--- src/rtl/tdm_demux_7bits_pkg.sv ---
// Shared definitions for the 7-bit TDM segment mux/demux pair.
//   DEFAULT_W        : default bus / channel word width
//   ST_IDLE, ST_GOT0 : frame-tracker state encodings
//   CH0, CH1         : values of the sel channel tag
package tdm_demux_7bits_pkg;

    localparam int unsigned DEFAULT_W = 7;

    localparam logic ST_IDLE = 1'b0;
    localparam logic ST_GOT0 = 1'b1;

    typedef enum logic [0:0] {
        StIdle = ST_IDLE,
        StGot0 = ST_GOT0
    } state_e;

    localparam logic CH0 = 1'b0;
    localparam logic CH1 = 1'b1;

endpackage

--- src/rtl/tdm_timeout_timer.sv ---
// Frame timeout counter.
//   clk, rst_n : clock, synchronous active-low reset
//   clr        : force count to 0 (wins over en)
//   en         : advance by one; holds once TIMEOUT-1 is reached
//   tc         : count is TIMEOUT-1
module tdm_timeout_timer #(
    parameter int unsigned TIMEOUT = 16
) (
    input  logic clk,
    input  logic rst_n,
    input  logic clr,
    input  logic en,
    output logic tc
);

    localparam int unsigned TW = (TIMEOUT > 2) ? $clog2(TIMEOUT) : 1;
    localparam logic [TW-1:0] LAST = TW'(TIMEOUT - 1);

    logic [TW-1:0] count_q;

    assign tc = (count_q == LAST);

    always_ff @(posedge clk) begin
        if (!rst_n) begin
            count_q <= '0;
        end else if (clr) begin
            count_q <= '0;
        end else if (en && !tc) begin
            count_q <= count_q + TW'(1);
        end
    end

endmodule

--- src/rtl/tdm_demux_7bits.sv ---
// Receive side of the 2:1 segment mux: steers each tagged bus word into a
// held per-channel register and tracks ch0->ch1 frame order.
//   clk, rst_n            : clock, synchronous active-low reset
//   bus_in, bus_valid     : shared data word and its qualifier
//   sel, sync             : channel tag (0=ch0) and frame-start marker
//   ch0_data, ch1_data    : last word seen on each channel
//   ch0_new, ch1_new      : pulse when the matching register updates
//   frame_done, seq_err   : pulse on completed frame / framing error
//   frame_cnt, err_cnt    : frame count (wraps), error count (saturates)
module tdm_demux_7bits
    import tdm_demux_7bits_pkg::*;
#(
    parameter int unsigned W       = DEFAULT_W,
    parameter int unsigned TIMEOUT = 16,
    parameter int unsigned CNT_W   = 8
) (
    input  logic             clk,
    input  logic             rst_n,
    input  logic [W-1:0]     bus_in,
    input  logic             bus_valid,
    input  logic             sel,
    input  logic             sync,
    output logic [W-1:0]     ch0_data,
    output logic [W-1:0]     ch1_data,
    output logic             ch0_new,
    output logic             ch1_new,
    output logic             frame_done,
    output logic             seq_err,
    output logic [CNT_W-1:0] frame_cnt,
    output logic [CNT_W-1:0] err_cnt
);

    state_e state;
    logic   in_got0;
    logic   timer_tc;
    logic   timer_clr;
    logic   timer_en;
    logic   frame_evt;
    logic   err_evt;

    assign in_got0 = (state == StGot0);

    // Any word in GOT0 either restarts or leaves the frame, so the timer only
    // needs to run across idle cycles while waiting for ch1.
    assign timer_clr = !in_got0 || bus_valid;
    assign timer_en  = in_got0 && !bus_valid;

    tdm_timeout_timer #(
        .TIMEOUT(TIMEOUT)
    ) u_timer (
        .clk  (clk),
        .rst_n(rst_n),
        .clr  (timer_clr),
        .en   (timer_en),
        .tc   (timer_tc)
    );

    // A ch1 word always takes priority over the timeout, so a frame finishing
    // on the timeout cycle never also reports an error.
    always_comb begin
        frame_evt = 1'b0;
        err_evt   = 1'b0;
        unique case (state)
            StIdle: begin
                err_evt = bus_valid && (sel == CH1);
            end
            StGot0: begin
                if (bus_valid) begin
                    frame_evt = (sel == CH1);
                    err_evt   = (sel == CH0);
                end else begin
                    err_evt = timer_tc;
                end
            end
            default: ;
        endcase
    end

    always_ff @(posedge clk) begin
        if (!rst_n) begin
            state      <= StIdle;
            ch0_data   <= '0;
            ch1_data   <= '0;
            ch0_new    <= 1'b0;
            ch1_new    <= 1'b0;
            frame_done <= 1'b0;
            seq_err    <= 1'b0;
            frame_cnt  <= '0;
            err_cnt    <= '0;
        end else begin
            // Steering ignores frame state entirely.
            ch0_new <= bus_valid && (sel == CH0);
            ch1_new <= bus_valid && (sel == CH1);
            if (bus_valid && (sel == CH0)) begin
                ch0_data <= bus_in;
            end
            if (bus_valid && (sel == CH1)) begin
                ch1_data <= bus_in;
            end

            frame_done <= frame_evt;
            seq_err    <= err_evt;

            unique case (state)
                StIdle: begin
                    if (bus_valid && (sel == CH0) && sync) begin
                        state <= StGot0;
                    end
                end
                StGot0: begin
                    // ch0+sync restarts the frame in place; everything else
                    // that ends the wait returns to IDLE.
                    if (bus_valid) begin
                        if ((sel == CH1) || !sync) begin
                            state <= StIdle;
                        end
                    end else if (timer_tc) begin
                        state <= StIdle;
                    end
                end
                default: state <= StIdle;
            endcase

            if (frame_evt) begin
                frame_cnt <= frame_cnt + CNT_W'(1);
            end
            if (err_evt && (err_cnt != '1)) begin
                err_cnt <= err_cnt + CNT_W'(1);
            end
        end
    end

endmodule

--- config.mk ---
export PLATFORM = sky130hd
export DESIGN_NAME = tdm_demux_7bits
export DESIGN_NICKNAME = d
export VERILOG_FILES = /design/src/rtl/tdm_demux_7bits_pkg.sv /design/src/rtl/tdm_timeout_timer.sv /design/src/rtl/tdm_demux_7bits.sv
export SDC_FILE = /design/constraint.sdc
export NUM_CORES = 1
export LEC_CHECK = 0
export BUFFER_PORTS_ARGS = -buffer_cell sky130_fd_sc_hd__buf_4
export CAP_MARGIN = 20
export CORE_UTILIZATION = 30
export CTS_CLUSTER_SIZE = 10
export DETAILED_ROUTE_END_ITERATION = 8
export GPL_TIMING_DRIVEN = 0
export RECOVER_POWER = 25
export SETUP_SLACK_MARGIN = 0.4
export SKIP_CTS_REPAIR_TIMING = 1
export SLEW_MARGIN = 20
export SYNTH_ARGS = -nofsm -noshare
export SYNTH_HDL_FRONTEND = slang
export SYNTH_SLANG_ARGS = --single-unit
--- constraint.sdc ---
create_clock -name clk -period 2.3 [get_ports clk]
set_input_delay 0.115 -clock clk [delete_from_list [all_inputs] [get_ports clk]]
set_output_delay 0.115 -clock clk [all_outputs]
set_load 0.05 [all_outputs]
==> results of run 1 <==
==> final cells by class <==
type	count	area (um^2)
Buffer	9	37.5
Clock inverter	1	7.51
Sequential cell	39	783
Timing Repair Buffer	45	289
Multi-Input combinational cell	138	827
Inverter	3	11.3
Clock buffer	7	96.3
Fill cell	550	3070
Tap cell	70	87.6
==> flip-flops by register name, summed over array words and instances (netlist names) <==
signal	cells
ch1_data	7
ch0_data	7
frame_cnt	8
seq_err	1
in_got0	1
frame_done	1
u_timer.count_q	4
ch0_new	1
err_cnt	8
ch1_new	1
==> worst register-to-register path: stages (launching register included) <==
cell	delay [ns]
sky130_fd_sc_hd__dfxtp_1	0.31
sky130_fd_sc_hd__buf_2	0.17
sky130_fd_sc_hd__nor2b_2	0.24
sky130_fd_sc_hd__a22oi_2	0.13
sky130_fd_sc_hd__buf_2	0.22
sky130_fd_sc_hd__o31a_1	0.31
sky130_fd_sc_hd__o21a_1	0.19
==> cells in the final DEF, fill, tap and decap left out, drive strengths merged, types with 6 or more instances in the layout <==
master  instances
a21boi         20
and2            9
buf            34
clkbuf         27
dfxtp          39
nand2          43
nand3           9
nor2            7
nor3            6
xnor2           6
==> kinds of logic (layout without fill, tap and decap cells) <==
| kind of cell | after synthesis | in the layout | synth area share (%) |
|---|---|---|---|
| and+or+nand+nor | 94 | 94 | 28.2 |
| DFF | 39 | 39 | 47.3 |
| AOI/OAI and AO/OA | 29 | 29 | 12.8 |
| buffers and inverters | 12 | 65 | 2.88 |
| xor gates and xnor gates | 10 | 10 | 5.31 |
| adders and majority gates | 3 | 3 | 2.27 |
| muxes | 2 | 2 | 1.21 |
==> metrics by stage <==
| step | utilization, % | setup slack [ns] | area (um^2) |
|---|---|---|---|
| 3_5_place_dp | 39.9 | 0.519 | 2080 |
| 4_1_cts | 41.9 | 0.491 | 2180 |
| 3_3_place_gp | 39.9 | 0.551 | 2080 |
| 6_report | 41.1 | 0.617 | 2140 |
| 5_1_grt | 41.1 | 0.497 | 2140 |
| 2_1_floorplan | - | 0.423 | 1650 |
==> path summary, 6_finish.rpt <==
check,start,to,depth (start not counted),slack [ns]
max reg2reg,in_got0,err_cnt[7],6,0.62
max,in_got0,err_cnt[7],6,0.62
min reg2reg,ch1_data[6],ch1_data[6],2,0.46
min,sync,in_got0,3,0.08
==> power by group through the flow <==
stage	combinational, W	sequential, W	clock, W
2_1_floorplan	0.0000471	0.000772	0
3_3_place_gp	0.000162	0.000718	0
3_5_place_dp	0.000163	0.000718	0
4_1_cts	0.000164	0.000702	0.000538
5_1_grt	0.000168	0.000704	0.000582
6_report	0.000155	0.000702	0.000517
==> synthesized netlist by cell type (all sizes together) <==
library cell  instances  area, um^2
o21a                  1        7.51
a22oi                 1        7.51
clkbuf                7        26.3
nand2b                1        6.26
and3                  4        25.0
and4                  2        17.5
or3                   1        6.26
nor2                  7        26.3
and2                  9        56.3
buf                   2        10.0
ha                    3        37.5
nand4                 2        12.5
or4                   4        30.0
nor3b                 1        7.51
nand4bb               1        11.3
nor4                  1        6.26
o21ai                 3        15.0
nor3                  6        30.0
nor2b                 3        21.3
xor2                  4        35.0
nand3                 9        45.0
inv                   3        11.3
dfxtp                39         781
o31ai                 3        22.5
xnor2                 6        52.6
a21boi               20         150
o31a                  1        8.76
mux2i                 2        20.0
nand2                43         164
==> routing by layer <==
layer | part of all wire (%) | global-route usage, % | wire, um
met5 | 0 | 0 | 0
met2 | 48 | 23.6 | 1770
met1 | 47 | 16.6 | 1730
met4 | 2.1 | 6.92 | 78
met3 | 3.2 | 3.71 | 117
==> reports/qor.txt, run 1 <==
======================================================================================
Outcome                                                                   complete, no violations
Post-synth cell types                                                               32
Remaining Overflow, GRT                                                              0
Area Overhead vs Synth                                                           29.6%
CP arrival                                                                     1.87 ns
Total wirelength of the detailed-routed design                                 3.69 mm
Share of layout cells above drive strength 1                                     19.8%
Relative contribution of combinational cells to total power                      11.3%
Non-filler cells, final                                                            312
CP delay by family, top                                                   compound AO/OA/AOI/OAI gates
CTS tree                                                                           yes
Critical path start-end classification                                    register to register
Switching share of total power                                                   26.3%
Antenna diode instance count                                                         0
Maximum number of pins on one net before global-route repair                        13
Warnings, synthesis                                                                  0
Worst slew slack as a fraction of its limit                                      59.7%
Area of the mapped netlist                                                   1650 um^2
Post-Route Skew                                                             0.00682 ns
Cell with the most instances on the worst path                            sky130_fd_sc_hd__buf_2
IR Drop Worst-Case VDD                                                          238 uV
Clk_lat worst skew                                                             0.29 ns
Power density cells                                                        642 nW/um^2
Cell internal power dissipation                                              0.00101 W
Setup repair after global routing missed its margin                                 no
Hold violation total from the final report                                           0
DRC Markers                                                                          0
H-tree depth reported by CTS                                                         2
Net Switching                                                               0.000361 W
Path class of the lowest-slack min-delay path                             input port to register
Clock slew at the register clock pins of the worst setup and hold paths        0.08 ns
Total nets after synthesis                                                         204
Initial core utilization                                                         31.7%
Worst hold-check slack                                                       0.0817 ns
Number of clock sinks                                                               39
Remaining antenna violation count                                                    0
Weighted congestion reported at the end of routability-driven placement          0.736
Core ar.                                                                     5200 um^2
Die extent in x                                                                76.2 um
PnR Total Power                                                              0.00137 W
Drt pass-1 iters                                                                     4
PortBufs                                                                            45
Detail Placement HPWL                                                          2.65 mm
Worst-path cell with the longest stage delay                              sky130_fd_sc_hd__dfxtp_1
Share of the clock period used by the worst path                                 73.2%
Category of the worst setup path launch point                                 register
Cell breakdown of the critical path                                       buf_2 > nor2b_2 > a22oi_2 > buf_2 > o31a_1 > o21a_1
Library cell used as clock root buffer                                    sky130_fd_sc_hd__clkbuf_8
Number of placed instances, taps included                                          304
Sequential fraction of design power                                              51.1%
Die ar.                                                                      5800 um^2
Per-cell routed wire length                                                    11.8 um
Initial drt markers                                                                 44
Overall fraction of global-route tracks in use                                   14.1%
Setup-failing EPs final                                                              0
Clock tree buffer depth                                                              2
Critical Path End Type                                                        register
Crit-path max cell delay                                                       0.31 ns
Wire length of the first global-routing pass                                   6.44 mm
Vias/cell                                                                         4.55
Transition at the pin with the smallest max-transition slack                  0.608 ns
Synth Register Bits                                                                 39
Via total after detailed routing                                                  1419
Setup tns final                                                                   0 ns
Clock period minus worst slack                                                 1.68 ns
Static Leakage                                                                0.831 nW
Number of buffers inserted during clock tree synthesis                               5
Peak fanout along the critical path                                                 10
Critical Path RT                                                               2.49 ns
Max-cap violations                                                                   0
Syn_area_per_cell                                                            8.73 um^2
Die outline height                                                             76.2 um
Vias in the first global route                                                    1384
Final layout net count                                                             256
Sequential fraction of the synthesis area                                        47.3%
Max Fclk                                                                     0.594 GHz
Top Ports                                                                           46
Clock network power share                                                        37.6%
Row count                                                                           26
Max-slew violation count                                                             0
Buf+Inv Stages, Crit Path                                                            2
Number of cells produced by synthesis                                              189
Initial antenna violation count                                                      0
======================================================================================
Note: power is estimated with default switching activity, not from simulation.
==> inputs of run 2 (changes only) <==
==> constraint.sdc (replaced) <==
create_clock -name clk -period 1.53 [get_ports clk]
set_input_delay 0.0765 -clock clk [delete_from_list [all_inputs] [get_ports clk]]
set_output_delay 0.0765 -clock clk [all_outputs]
set_load 0.05 [all_outputs]
==> run 2 against run 1 <==
  * Setup slack got worse by 0.60 ns
  * Sequential power up 48%
  * Die area did not move
  * First-iteration DRC count increased by 23%
  * Final area grew 21%
  * Register-to-register slack got worse by 0.60 ns
  * Critical path type unchanged
  * Highest routed layer unchanged
==> reports/qor.txt, run 2 (same netlist as run 1, synthesis figures left out) <==
======================================================================================
Outcome                                                                   complete, no violations
Multi-input gate area in the final layout                                    1000 um^2   +21%
Share of the clock period used by the worst path                                 99.1%   +26 points
Clock period minus worst slack                                                 1.52 ns   -0.168 ns
Cell breakdown of the critical path                                       ha_4 > nand3_4 > nor3_2 > clkbuf_8 > or4_4 > a21boi_2
Max-cap violations                                                                   0   unchanged
Via total after detailed routing                                                  1519   +7.0%
Crit-path max cell delay                                                       0.51 ns   +0.20 ns
Setup-failing EPs final                                                              0   unchanged
Final layout net count                                                             275   +7.4%
Largest registers                                                         err_cnt: 8 flops, frame_cnt: 8 flops
Number of clock sinks                                                               39   unchanged
Peak fanout along the critical path                                                  7   -3
Static Leakage                                                                 1.04 nW   +26%
Per-cell routed wire length                                                    12.4 um   +4.5%
Number of buffers inserted during clock tree synthesis                               5   unchanged
Commonest non-fill, non-tap cell in the layout                            sky130_fd_sc_hd__buf_4
Library cell used as clock root buffer                                    sky130_fd_sc_hd__clkbuf_8
Initial antenna violation count                                                      0   unchanged
Design area                                                                  2580 um^2   +21%
Die extent in x                                                                76.2 um   unchanged
Path class of the lowest-slack min-delay path                             input port to register
Worst-path cell with the longest stage delay                              sky130_fd_sc_hd__or4_4
Remaining antenna violation count                                                    0   unchanged
Transition at the pin with the smallest max-transition slack                  0.491 ns   -0.117 ns
Remaining Overflow, GRT                                                              0   unchanged
Detail Placement HPWL                                                          2.71 mm   +2.3%
Number of placed instances, taps included                                          304   unchanged
Wire length of the first global-routing pass                                   6.31 mm   -2.0%
Critical Path RT                                                               1.75 ns   -0.74 ns
Buf+Inv Stages, Crit Path                                                            1   -1
Post-place setup slack                                                       0.0285 ns   -0.490 ns
Die outline height                                                             76.2 um   unchanged
Hold violation total from the final report                                           0   unchanged
Maximum number of pins on one net before global-route repair                        13   unchanged
Worst slew slack as a fraction of its limit                                      67.3%   +7.6 points
Final Core Density                                                               49.6%   +8.5 points
CP delay by family, top                                                   simple AND/OR/NAND/NOR gates
IR Drop Worst-Case VDD                                                          376 uV   +58%
Vias/cell                                                                         4.59   +0.90%
Slack of the critical path                                                   0.0145 ns   -0.602 ns
Die ar.                                                                      5800 um^2   unchanged
Power density cells                                                        795 nW/um^2   +24%
Critical path start-end classification                                    register to register
Share of layout cells above drive strength 1                                     46.0%   +26 points
Critical Path End Type                                                        register
Clock tree buffer depth                                                              2   unchanged
Post-Route Skew                                                             0.00596 ns   -0.000860 ns
CTS tree                                                                           yes
Initial core utilization                                                         31.7%   unchanged
Top Ports                                                                           46   unchanged
Max Fclk                                                                     0.660 GHz   +11%
Area Overhead vs Synth                                                           56.5%
Worst hold-check slack                                                       0.0447 ns   -0.0370 ns
Weighted congestion reported at the end of routability-driven placement          0.736   about the same
Clk_lat worst skew                                                             0.29 ns   about the same
Overall fraction of global-route tracks in use                                   13.7%   -0.34 points
Setup repair after global routing missed its margin                                yes
Filler cell count                                                                  511   -7.1%
FF/Latch Area                                                                 833 um^2   +6.4%
Max-slew violation count                                                             0   unchanged
Row count                                                                           26   unchanged
CP arrival                                                                     1.74 ns   -0.13 ns
Drt pass-1 iters                                                                     4   unchanged
Vias in the first global route                                                    1266   -8.5%
PortBufs                                                                            45   unchanged
Total wirelength of the detailed-routed design                                 4.09 mm   +11%
Initial drt markers                                                                 54   +23%
Commonest cells after routing, fill and taps aside                        sky130_fd_sc_hd__buf_4 (59), sky130_fd_sc_hd__nand2_1 (40), sky130_fd_sc_hd__dfxtp_1 (21), sky130_fd_sc_hd__a21boi_0 (16), sky130_fd_sc_hd__dfxtp_4 (12)
H-tree depth reported by CTS                                                         2   unchanged
Clock slew at the register clock pins of the worst setup and hold paths        0.08 ns   about the same
DRC Markers                                                                          0   unchanged
Category of the worst setup path launch point                                 register
Core ar.                                                                     5200 um^2   unchanged
Cell area reported after detailed placement                                  2240 um^2   +7.9%
Antenna diode instance count                                                         0   unchanged
Non-filler cells, final                                                            331   +6.1%
======================================================================================
[run 2: cell count changes in the layout (fill, tap and decap cells not counted), moves of 3 or more]
cell	previous run	this run
sky130_fd_sc_hd__dfxtp_2	2	6
sky130_fd_sc_hd__nand3_1	9	6
sky130_fd_sc_hd__buf_4	32	59
sky130_fd_sc_hd__clkbuf_1	19	8
sky130_fd_sc_hd__nor3_1	6	0
sky130_fd_sc_hd__dfxtp_1	37	21
sky130_fd_sc_hd__nor3_2	0	4
sky130_fd_sc_hd__ha_1	3	0
sky130_fd_sc_hd__dfxtp_4	0	12
sky130_fd_sc_hd__buf_6	0	5
sky130_fd_sc_hd__ha_4	0	3
[run 2: routing by layer]
layer	up-vias	part of all wire, %	track usage (%)
met4	0	1.4	5.19
met3	5	3.6	3.83
met1	704	47	18.7
met5	-	0	0
met2	27	48	20.5
li1	783	-	-
[run 2: area by class of cell]
cell class / count / area share, %
clock buffers: 7 / 3.34
clock inverters: 1 / 0.194
multi-input cells: 138 / 38.9
well taps: 70 / 3.39
flip-flops and latches: 39 / 32.3
inverters: 3 / 0.436
repair buffers: 64 / 19.2
plain buffers: 9 / 2.28
[run 2: per-stage QoR]
step | setup TNS (ns) | power [W]
floorplan | -0.00166 | 0.00123
global placement | 0 | 0.00132
detailed placement | 0 | 0.00132
CTS | 0 | 0.00204
global route | -0.117 | 0.00214
finish | 0 | 0.00205
[run 2: worst reg2reg max path: stages, from the launching register on]
cell	delay [ns]
sky130_fd_sc_hd__dfxtp_4	0.36
sky130_fd_sc_hd__ha_4	0.17
sky130_fd_sc_hd__nand3_4	0.07
sky130_fd_sc_hd__nor3_2	0.05
sky130_fd_sc_hd__clkbuf_8	0.15
sky130_fd_sc_hd__or4_4	0.51
sky130_fd_sc_hd__a21boi_2	0.14
[run 2: path summary, 6_finish.rpt]
check	start	endpoint	slack [ns]	cells after the start
setup / recovery	err_cnt[0]	err_cnt[5]	0.01	6
hold / removal	bus_in[4]	ch1_data[4]	0.04	3
setup reg to reg	err_cnt[0]	err_cnt[5]	0.01	6
hold reg to reg	ch0_data[2]	ch0_data[2]	0.47	2
[run 2: where the power goes]
part | internal [W] | switching [W] | total [W]
Combinational | 0.000109 | 0.000180 | 0.000288
Clock | 0.000364 | 0.000363 | 0.000727
Sequential | 0.00102 | 0.0000155 | 0.00104
